==> config.mk <==
export PLATFORM = sky130hd
export DESIGN_NAME = fft16_frame_ctrl
export DESIGN_NICKNAME = d
export VERILOG_FILES = /design/src/rtl/fft16_pkg.sv /design/src/rtl/fft16_sample_collector.sv /design/src/rtl/fft16_frame_ctrl.sv
export SDC_FILE = /design/constraint.sdc
export NUM_CORES = 1
export LEC_CHECK = 0
export BUFFER_PORTS_ARGS = -buffer_cell sky130_fd_sc_hd__clkbuf_2
export CORE_ASPECT_RATIO = 1.4
export CORE_MARGIN = 3
export CORE_UTILIZATION = 45
export CTS_CLUSTER_DIAMETER = 100
export DETAILED_ROUTE_END_ITERATION = 7
export GPL_ROUTABILITY_DRIVEN = 1
export GPL_TIMING_DRIVEN = 0
export PLACE_DENSITY = 0.74
export SLEW_MARGIN = 20
export SYNTH_ARGS = -nofsm -noshare
export SYNTH_HDL_FRONTEND = slang
export SYNTH_HIERARCHICAL = 1
export SYNTH_SLANG_ARGS = --single-unit
==> constraint.sdc <==
create_clock -name clk -period 2.3 [get_ports clk]
set_input_delay 0.345 -clock clk [delete_from_list [all_inputs] [get_ports clk]]
set_output_delay 0.345 -clock clk [all_outputs]
set_load 0.01 [all_outputs]
==> src/rtl/fft16_pkg.sv <==
// Shared sizes and types for the 16-point FFT front-end controller.
package fft16_pkg;

   localparam int N       = 16;
   localparam int DW      = 16;
   localparam int STAGES  = 4;
   localparam int CNT_W   = 4;
   localparam int FRAME_W = N * DW;
   localparam int LAT     = 4;

   typedef logic [DW-1:0] sample_t;

endpackage

==> src/rtl/fft16_sample_collector.sv <==
// Gathers serial samples into a held 16-sample frame and owns the frame-valid bit v0.
module fft16_sample_collector
   import fft16_pkg::*;
(
   input  logic               clk,
   input  logic               rst_n,
   input  logic               in_valid,
   input  logic [DW-1:0]      in_data,
   input  logic               advance,
   input  logic               v0_consume,
   output logic               in_ready,
   output logic [FRAME_W-1:0] frame_x,
   output logic               v0
);

   logic [CNT_W-1:0]   cnt_q, cnt_d;
   sample_t            samp_q [N-1];
   sample_t            samp_d [N-1];
   logic [FRAME_W-1:0] frame_x_q, frame_x_d;
   logic               v0_q, v0_d;
   logic               accept;
   logic               last_slot;

   assign last_slot = (cnt_q == CNT_W'(N-1));
   // Only the closing sample can be refused: it needs frame_x to be free.
   assign in_ready  = !(last_slot && v0_q && !advance);
   assign accept    = in_valid && in_ready;
   assign frame_x   = frame_x_q;
   assign v0        = v0_q;

   always_comb begin
      cnt_d     = cnt_q;
      samp_d    = samp_q;
      frame_x_d = frame_x_q;
      v0_d      = v0_q;
      if (v0_consume) v0_d = 1'b0;
      if (accept) begin
         cnt_d = cnt_q + CNT_W'(1);
         if (last_slot) begin
            for (int k = 0; k < N-1; k++) frame_x_d[k*DW +: DW] = samp_q[k];
            frame_x_d[(N-1)*DW +: DW] = in_data;
            v0_d = 1'b1;
         end else begin
            samp_d[cnt_q] = in_data;
         end
      end
   end

   always_ff @(posedge clk or negedge rst_n) begin
      if (!rst_n) begin
         cnt_q     <= '0;
         frame_x_q <= '0;
         v0_q      <= 1'b0;
         for (int k = 0; k < N-1; k++) samp_q[k] <= '0;
      end else begin
         cnt_q     <= cnt_d;
         frame_x_q <= frame_x_d;
         v0_q      <= v0_d;
         samp_q    <= samp_d;
      end
   end

endmodule

==> src/rtl/fft16_frame_ctrl.sv <==
// FFT front-end: frame collection, stallable stage-enable pipeline and output handshake.
module fft16_frame_ctrl
   import fft16_pkg::*;
(
   input  logic               clk,
   input  logic               rst_n,
   input  logic               in_valid,
   input  logic [DW-1:0]      in_data,
   output logic               in_ready,
   output logic [FRAME_W-1:0] frame_x,
   output logic               en_s1,
   output logic               en_s2,
   output logic               en_s3,
   output logic               en_s4,
   input  logic               out_ready,
   output logic               out_valid,
   output logic [7:0]         frame_cnt
);

   logic [STAGES:1] v_q, v_d;
   logic [STAGES:1] en;
   logic [7:0]      frame_cnt_q, frame_cnt_d;
   logic            v0;
   logic            advance;

   fft16_sample_collector u_collect (
      .clk        (clk),
      .rst_n      (rst_n),
      .in_valid   (in_valid),
      .in_data    (in_data),
      .advance    (advance),
      .v0_consume (advance & v0),
      .in_ready   (in_ready),
      .frame_x    (frame_x),
      .v0         (v0)
   );

   // The whole pipeline moves together; a held stage-4 result freezes it.
   assign advance = !v_q[STAGES] || out_ready;

   always_comb begin
      v_d         = v_q;
      en          = '0;
      frame_cnt_d = frame_cnt_q;
      if (advance) begin
         en  = {v_q[STAGES-1:1], v0};
         v_d = {v_q[STAGES-1:1], v0};
      end
      if (v_q[STAGES] && out_ready) frame_cnt_d = frame_cnt_q + 8'd1;
   end

   always_ff @(posedge clk or negedge rst_n) begin
      if (!rst_n) begin
         v_q         <= '0;
         frame_cnt_q <= '0;
      end else begin
         v_q         <= v_d;
         frame_cnt_q <= frame_cnt_d;
      end
   end

   assign en_s1     = en[1];
   assign en_s2     = en[2];
   assign en_s3     = en[3];
   assign en_s4     = en[4];
   assign out_valid = v_q[STAGES];
   assign frame_cnt = frame_cnt_q;

endmodule

==> reports/qor.yml, run 1 <==
run_status:
  outcome: "completed"
layout:
  layout-drive-gt1-share_pct: 58.8
  design_area_um2: 23600
  antenna_cells: 0
  final_nets: 1524
  syn_to_final_growth_pct: 20.7
  final_cells: 2084
  fill_cells: 3431
cts:
  htreeDepth: 2
  cts_buffers: 48
  path_clk_slew_ns: 0.07
  cts.sinks: 513
  cts_root_buf: "clkbuf_16"
  clock_latency_ns: 0.57
  cts_tree: "done"
  cts_buffer_depth: 3
drt:
  route.met2.wl_um: 23700
  dr_total_vias: 10700
  drt_first_pass_iters: 6
  top_layer: "met5"
  detail_route.vias_per_cell: 5.12
  met3WireLength_um: 2530
  postRouteAntennaNets: 0
  m1WireLength_um: 17800
  drc_errors: 0
  wl_um: 45200
  wl_per_cell_um: 21.7
  drt_iter0_markers: 383
pwr:
  p_comb_share_pct: 29.1
  power.density_nw_per_um2: 1430
  p_leak_nw: 11.5
  p_sw_share_pct: 30.1
  power_mw: 33.7
  ir_drop_mv: 0.810
  seq_power_share_pct: 45.5
  clkPwrFrac_pct: 25.4
  intPower_mw: 23.6
  p_sw_mw: 10.1
worst_setup_path:
  cp_data_arrival_time_ns: 1.86
  setup.worst_path.class: "reg -> out"
  crit_required_ns: 1.96
  start_kind: "flip-flop"
  critPathMaxFanout: 9
  endpoint_kind: "output port"
timing:
  finClkSkew_ns: 0.0250
  finalSetupTns_ns: 0
  fmax_ghz: 0.453
  tightest_slew_ns: 0.942
  setup_viol: 0
  final_hold_viol_count: 0
  timing.hold.ws_ns: 0.0915
  maxSlewHeadroom_pct: 37.2
  min_period_over_period_pct: 95.9
  finalCriticalPeriod_ns: 2.21
  timing.final.max_slew_violations: 0
global_route:
  grt_pass1_wl_um: 70000
  grt_max_degree: 98
  grt_pass1_vias: 11700
  grt_remaining_overflow: 0
  grtUsageTotal_pct: 19.7
  antenna_found_initial: 1
die:
  die_area_um2: 46100
  initial_core_util_pct: 46.0
  coreArea_um2: 42500
  rows: 89
  die_y_um: 253
  ioPinCount: 290
  die_w_um: 182
place:
  dpl_cell_area_um2: 21900
  gp_congestion: 0.782
  placement.io_buffers: 289
  placed_cells: 1992
  dp_hpwl_um: 31700
min_path:
  hold_class: "in -> reg"
synth:
  syn_area_per_cell_um2: 17.0
  synth.cell_area_um2: 19600
  ys_seq_elements: 513
  ys_types: 33
  synthCells: 1152
  ys_seq_area_share_pct: 65.6
  yosysWarningCount: 6
  syn_nets: 1177
job:
  maxCapViolations: 0
## critical path: stages (launching register included)
cell and delay [ns]:
dfrtp_1 0.40, ha_2 0.19, buf_6 0.13, nand3_1 0.08, or3_1 0.32, buf_2 0.16
## power by group through the flow
| stage | sequential, mW | combinational [mW] | clock (mW) |
|---|---|---|---|
| floorplan | 15.8 | 5.29 | 0 |
| global placement | 15.3 | 9.62 | 0 |
| detailed placement | 15.5 | 9.94 | 0 |
| CTS | 15.4 | 10.0 | 8.79 |
| global route | 15.8 | 10.6 | 9.16 |
| finish | 15.3 | 9.80 | 8.57 |
## sequential cells by signal, indices dropped and copies added, names as in the netlist
name / flops
u_collect/cnt_q: 4
u_collect/samp_q: 240
u_collect/v0: 1
v_q: 4
u_collect/frame_x: 256
frame_cnt: 8
## cell usage in the layout, fill, tap and decap left out, types with 2 or more instances in the layout
| cell | netlist | layout |
|---|---|---|
| bufinv_16 | 0 | 8 |
| clkbuf_16 | 0 | 49 |
| buf_16 | 0 | 5 |
| nand4_4 | 3 | 3 |
| a21oi_1 | 3 | 3 |
| buf_6 | 24 | 24 |
| nor2_1 | 3 | 3 |
| clkbuf_2 | 0 | 287 |
| nand3_2 | 8 | 8 |
| clkinv_2 | 0 | 11 |
| nor2b_1 | 2 | 2 |
| mux2_2 | 449 | 449 |
| buf_2 | 8 | 9 |
| clkinvlp_4 | 0 | 2 |
| inv_6 | 0 | 4 |
| nand3_1 | 3 | 3 |
| nand4_1 | 2 | 2 |
| mux2_1 | 52 | 52 |
| buf_4 | 19 | 21 |
| inv_1 | 4 | 4 |
| xnor2_1 | 3 | 3 |
| clkbuf_8 | 0 | 11 |
| dfrtp_1 | 513 | 512 |
| ha_1 | 5 | 4 |
| nor3_4 | 4 | 4 |
| nand2_1 | 8 | 8 |
| nor3_1 | 2 | 2 |
| xor2_1 | 5 | 5 |
| clkbuf_1 | 16 | 19 |
| nand2b_1 | 2 | 2 |
| and2_1 | 4 | 4 |
## layout make-up
class / instances / area, um^2 / share of cell area [%]
clock buffers: 63 / 1390 / 5.88
clock inverters: 26 / 354 / 1.50
flip-flops and latches: 513 / 12800 / 54.3
well taps: 546 / 683 / 2.89
repair buffers: 297 / 1620 / 6.87
inverters: 4 / 15.0 / 0.0635
plain buffers: 67 / 513 / 2.17
multi-input cells: 568 / 6210 / 26.3
## cell families (layout without fill, tap and decap cells)
logic type      after synthesis  count (layout)  synth area share [%]
buf+inv                      71             457                  2.70
fa+ha+maj                     5               5                 0.320
mux                         501             501                  28.8
compound gates                6               6                 0.192
simple gates                 48              48                  2.04
xor+xnor                      8               8                 0.358
flops                       513             513                  65.6
## path summary, 6_finish.rpt
path	startpoint	end	slack, ns	cells past startpoint
max in group asynchronous	rst_n	u_collect/frame_x[170]	0.32	5
worst min-delay path	in_valid	u_collect/v0	0.09	3
worst max register to register	u_collect/cnt_q[1]	u_collect/samp_q[208]	0.13	6
worst min register to register	frame_cnt[7]	frame_cnt[7]	0.48	1
min in group asynchronous	rst_n	u_collect/samp_q[210]	0.31	2
worst max-delay path	u_collect/cnt_q[1]	in_ready	0.09	5
## timing repair
| item | CTS | global route |
|---|---|---|
| buffers inserted | 0 | 2 |
| hold buffers | 1 | 0 |
| gates resized for setup | 0 | 5 |
| endpoints found under the setup margin | 0 | 88 |
| hold endpoints to repair | 69 | 0 |
## per-layer routing
metal  global-route usage, %  vias up
met5                       0        -
met4                    5.71        2
met3                    4.73       65
met2                    35.2      235
met1                    23.8     5605
li1                        -     4769
## synthesized netlist by cell type, drive strengths merged
library cell,instances,area (um^2)
or3,1,6.26
a311oi,1,8.76
nand3,11,95.1
nor2,4,17.5
dfrtp,513,12800
o31ai,1,7.51
nor2b,2,12.5
ha,5,62.6
o22ai,1,6.26
nand4,6,88.8
nor3,6,75.1
and2b,2,17.5
buf,51,453
and2,4,25.0
mux2,501,5640
nand2b,2,12.5
nor4,1,12.5
clkbuf,16,60.1
xnor2,3,26.3
inv,4,15.0
xor2,5,43.8
nand2,9,36.3
a21oi,3,15.0
## through the flow
| step | util [%] | setup WS [ns] |
|---|---|---|
| final | 55.6 | 0.0947 |
| after CTS | 55.5 | 0.0374 |
| after floorplan | - | 0.478 |
| after detailed placement | 51.4 | 0.0953 |
| after global placement | 51.0 | -10.29 |
| after global routing | 55.6 | -0.0109 |
Power figures use the tool's default switching activity.
==> run 2: changes to the inputs <==
Settings changed: CAP_MARGIN set to 40, CORE_MARGIN 3 to not set, CORE_UTILIZATION 45 to 43, PLACE_DENSITY 0.74 to 0.72.
==> run 2 against run 1 <==
  * Register-to-register slack improved by 0.03 ns
  * Clock power shrank 7.0%
  * Critical path depth did not move
  * Flip-flop and latch count stayed put
  * Clock skew decreased by 0.011 ns
  * First-iteration DRC count shrank 28%
  * Global-route usage decreased by 0.11 points
  * Hold slack improved by 0.038 ns
  * Clock-buffer cell count grew 7
  * Routed wire length is 0.71% lower
  * Die area rose by 0.69%
  * Utilization decreased by 2.9 points
  * Critical endpoint unchanged
  * Largest power group unchanged
==> reports/qor.yml, run 2 (synthesis results as in run 1) <==
global_route:
  grtUsageTotal_pct: 19.6
  grt_pass1_wl_um: 68300
  grt_max_degree: 97
  grt_remaining_overflow: 0
  grt_pass1_vias: 11200
  antenna_found_initial: 2
pwr:
  seq_power_share_pct: 46.1
  ir_drop_mv: 0.863
  p_sw_mw: 10.0
  p_leak_nw: 11.5
  p_sw_share_pct: 30.3
  power_mw: 33.1
  clkPwrFrac_pct: 24.1
  p_comb_share_pct: 29.7
  intPower_mw: 23.0
  power.density_nw_per_um2: 1400
worst_setup_path:
  endpoint_kind: "output port"
  critPathMaxFanout: 9
  path_cells: "ha_1, buf_6, nand3_1, or3_4, clkbuf_2"
  critPathBufInv: 2
  cp_slowest_cell: "dfrtp_1"
  reg2reg_from: "u_collect/cnt_q[1]"
  cp_data_arrival_time_ns: 1.88
  slowest_delay_ns: 0.39
  reg2reg_depth: 6
  reg2reg_slack_ns: 0.16
  crit_required_ns: 1.96
  r2r-end: "u_collect/samp_q[209]"
  crit_family: "simple AND/OR/NAND/NOR gates"
  start_kind: "flip-flop"
  setup.worst_path.class: "reg -> out"
place:
  dpl_cell_area_um2: 22000
  placement.io_buffers: 289
  dp_slack_ns: -0.0481
  placed_cells: 2062
  dp_hpwl_um: 32100
  gp_congestion: 0.766
die:
  coreArea_um2: 45000
  die_w_um: 182
  ioPinCount: 290
  die_y_um: 254
  die_area_um2: 46400
  initial_core_util_pct: 43.5
  rows: 92
drt:
  drt_iter0_markers: 277
  postRouteAntennaNets: 0
  wl_per_cell_um: 20.8
  wl_um: 44900
  drc_errors: 0
  drt_first_pass_iters: 4
  detail_route.vias_per_cell: 4.95
  dr_total_vias: 10700
timing:
  tightest_slew_ns: 0.871
  timing.hold.ws_ns: 0.129
  setup_viol: 0
  fmax_ghz: 0.450
  min_period_over_period_pct: 96.6
  maxSlewHeadroom_pct: 42.0
  finalSetupTns_ns: 0
  finalCriticalPeriod_ns: 2.22
  setup_ws_ns: 0.0793
  timing.final.max_slew_violations: 0
  finClkSkew_ns: 0.0142
  rsz0062_at_grt: "yes"
  final_hold_viol_count: 0
cts:
  cts.sinks: 513
  cts_tree: "done"
  htreeDepth: 2
  cts_buffers: 49
  path_clk_slew_ns: 0.07
  cts_buffer_depth: 3
  clock_latency_ns: 0.56
  cts_root_buf: "clkbuf_16"
layout:
  fin_util_pct: 52.6
  antenna_cells: 0
  final_cells: 2160
  syn_to_final_growth_pct: 21.0
  design_area_um2: 23700
  fill_cells: 3733
  final_cell_mix: "513 x dfrtp_1, 449 x mux2_2, 288 x clkbuf_2"
  layout-drive-gt1-share_pct: 58.3
  final_common_cell: "dfrtp_1"
  final_nets: 1536
  largest_register_ffs: 256
min_path:
  hold_path_depth: 2
  holdCritStartpoint: "in_data[14]"
  hold_end: "u_collect/samp_q[14]"
  hold_class: "in -> reg"
job:
  maxCapViolations: 0
run_status:
  outcome: "completed"
run 2: cell count changes in the layout (fill, tap and decap cells not counted), moves of 3 or more:
| cell | delta |
|---|---|
| clkbuf_1 | +11 |
| inv_6 | -3 |
| bufinv_16 | -4 |
| buf_6 | +4 |
| clkbuf_8 | -3 |
| buf_4 | +5 |
run 2: repair_timing:
item                                   4_1_cts  5_1_grt
setup endpoints to repair                    1       10
gates resized for setup                      1        0
endpoints found under the hold margin       40        0
setup buffers                                1        6
hold buffers                                 2        0
pin swaps                                    0        3
run 2: power groups by stage:
stage | combinational, mW | clock, mW | sequential (mW)
after detailed placement | 9.95 | 0 | 15.4
after CTS | 10.0 | 8.22 | 15.3
after floorplan | 5.29 | 0 | 15.8
after global routing | 10.6 | 8.57 | 15.8
after global placement | 9.62 | 0 | 15.3
final | 9.83 | 7.97 | 15.3
run 2: per-layer routing:
layer	routed length, um	global-route usage, %
met5	0	0
met3	2430	4.60
met2	23100	34.4
met4	1260	6.31
met1	18200	23.8
run 2: worst max path at each step:
stage,start,endpoint,slack [ns],depth (start not counted)
2_1_floorplan,u_collect/cnt_q[0],u_collect/samp_q[37],0.48,6
3_3_place_gp,rst_n,u_collect/frame_x[18],-10.32,1
3_5_place_dp,rst_n,u_collect/frame_x[96],-0.05,5
4_1_cts,u_collect/cnt_q[1],in_ready,0.02,5
5_1_grt,u_collect/cnt_q[1],in_ready,-0.006,5
6_report,u_collect/cnt_q[1],in_ready,0.08,5
run 2: worst reg2reg max path, delay by kind of cell (launching register included):
| kind | cells | cell delay [ns] |
|---|---|---|
| DFF | 1 | 0.41 |
| adders and majority gates | 1 | 0.28 |
| and+or+nand+nor | 2 | 0.56 |
| muxes | 1 | 0.37 |
| buffers and inverters | 2 | 0.41 |
run 2: layout make-up:
type | instances | area, um^2 | share of cell area, %
flip-flops and latches | 513 | 12800 | 54.2
multi-input cells | 568 | 6220 | 26.2
repair buffers | 308 | 1750 | 7.38
clock buffers | 70 | 1380 | 5.81
well taps | 611 | 764 | 3.23
plain buffers | 67 | 513 | 2.17
clock inverters | 19 | 211 | 0.893
inverters | 4 | 15.0 | 0.0634
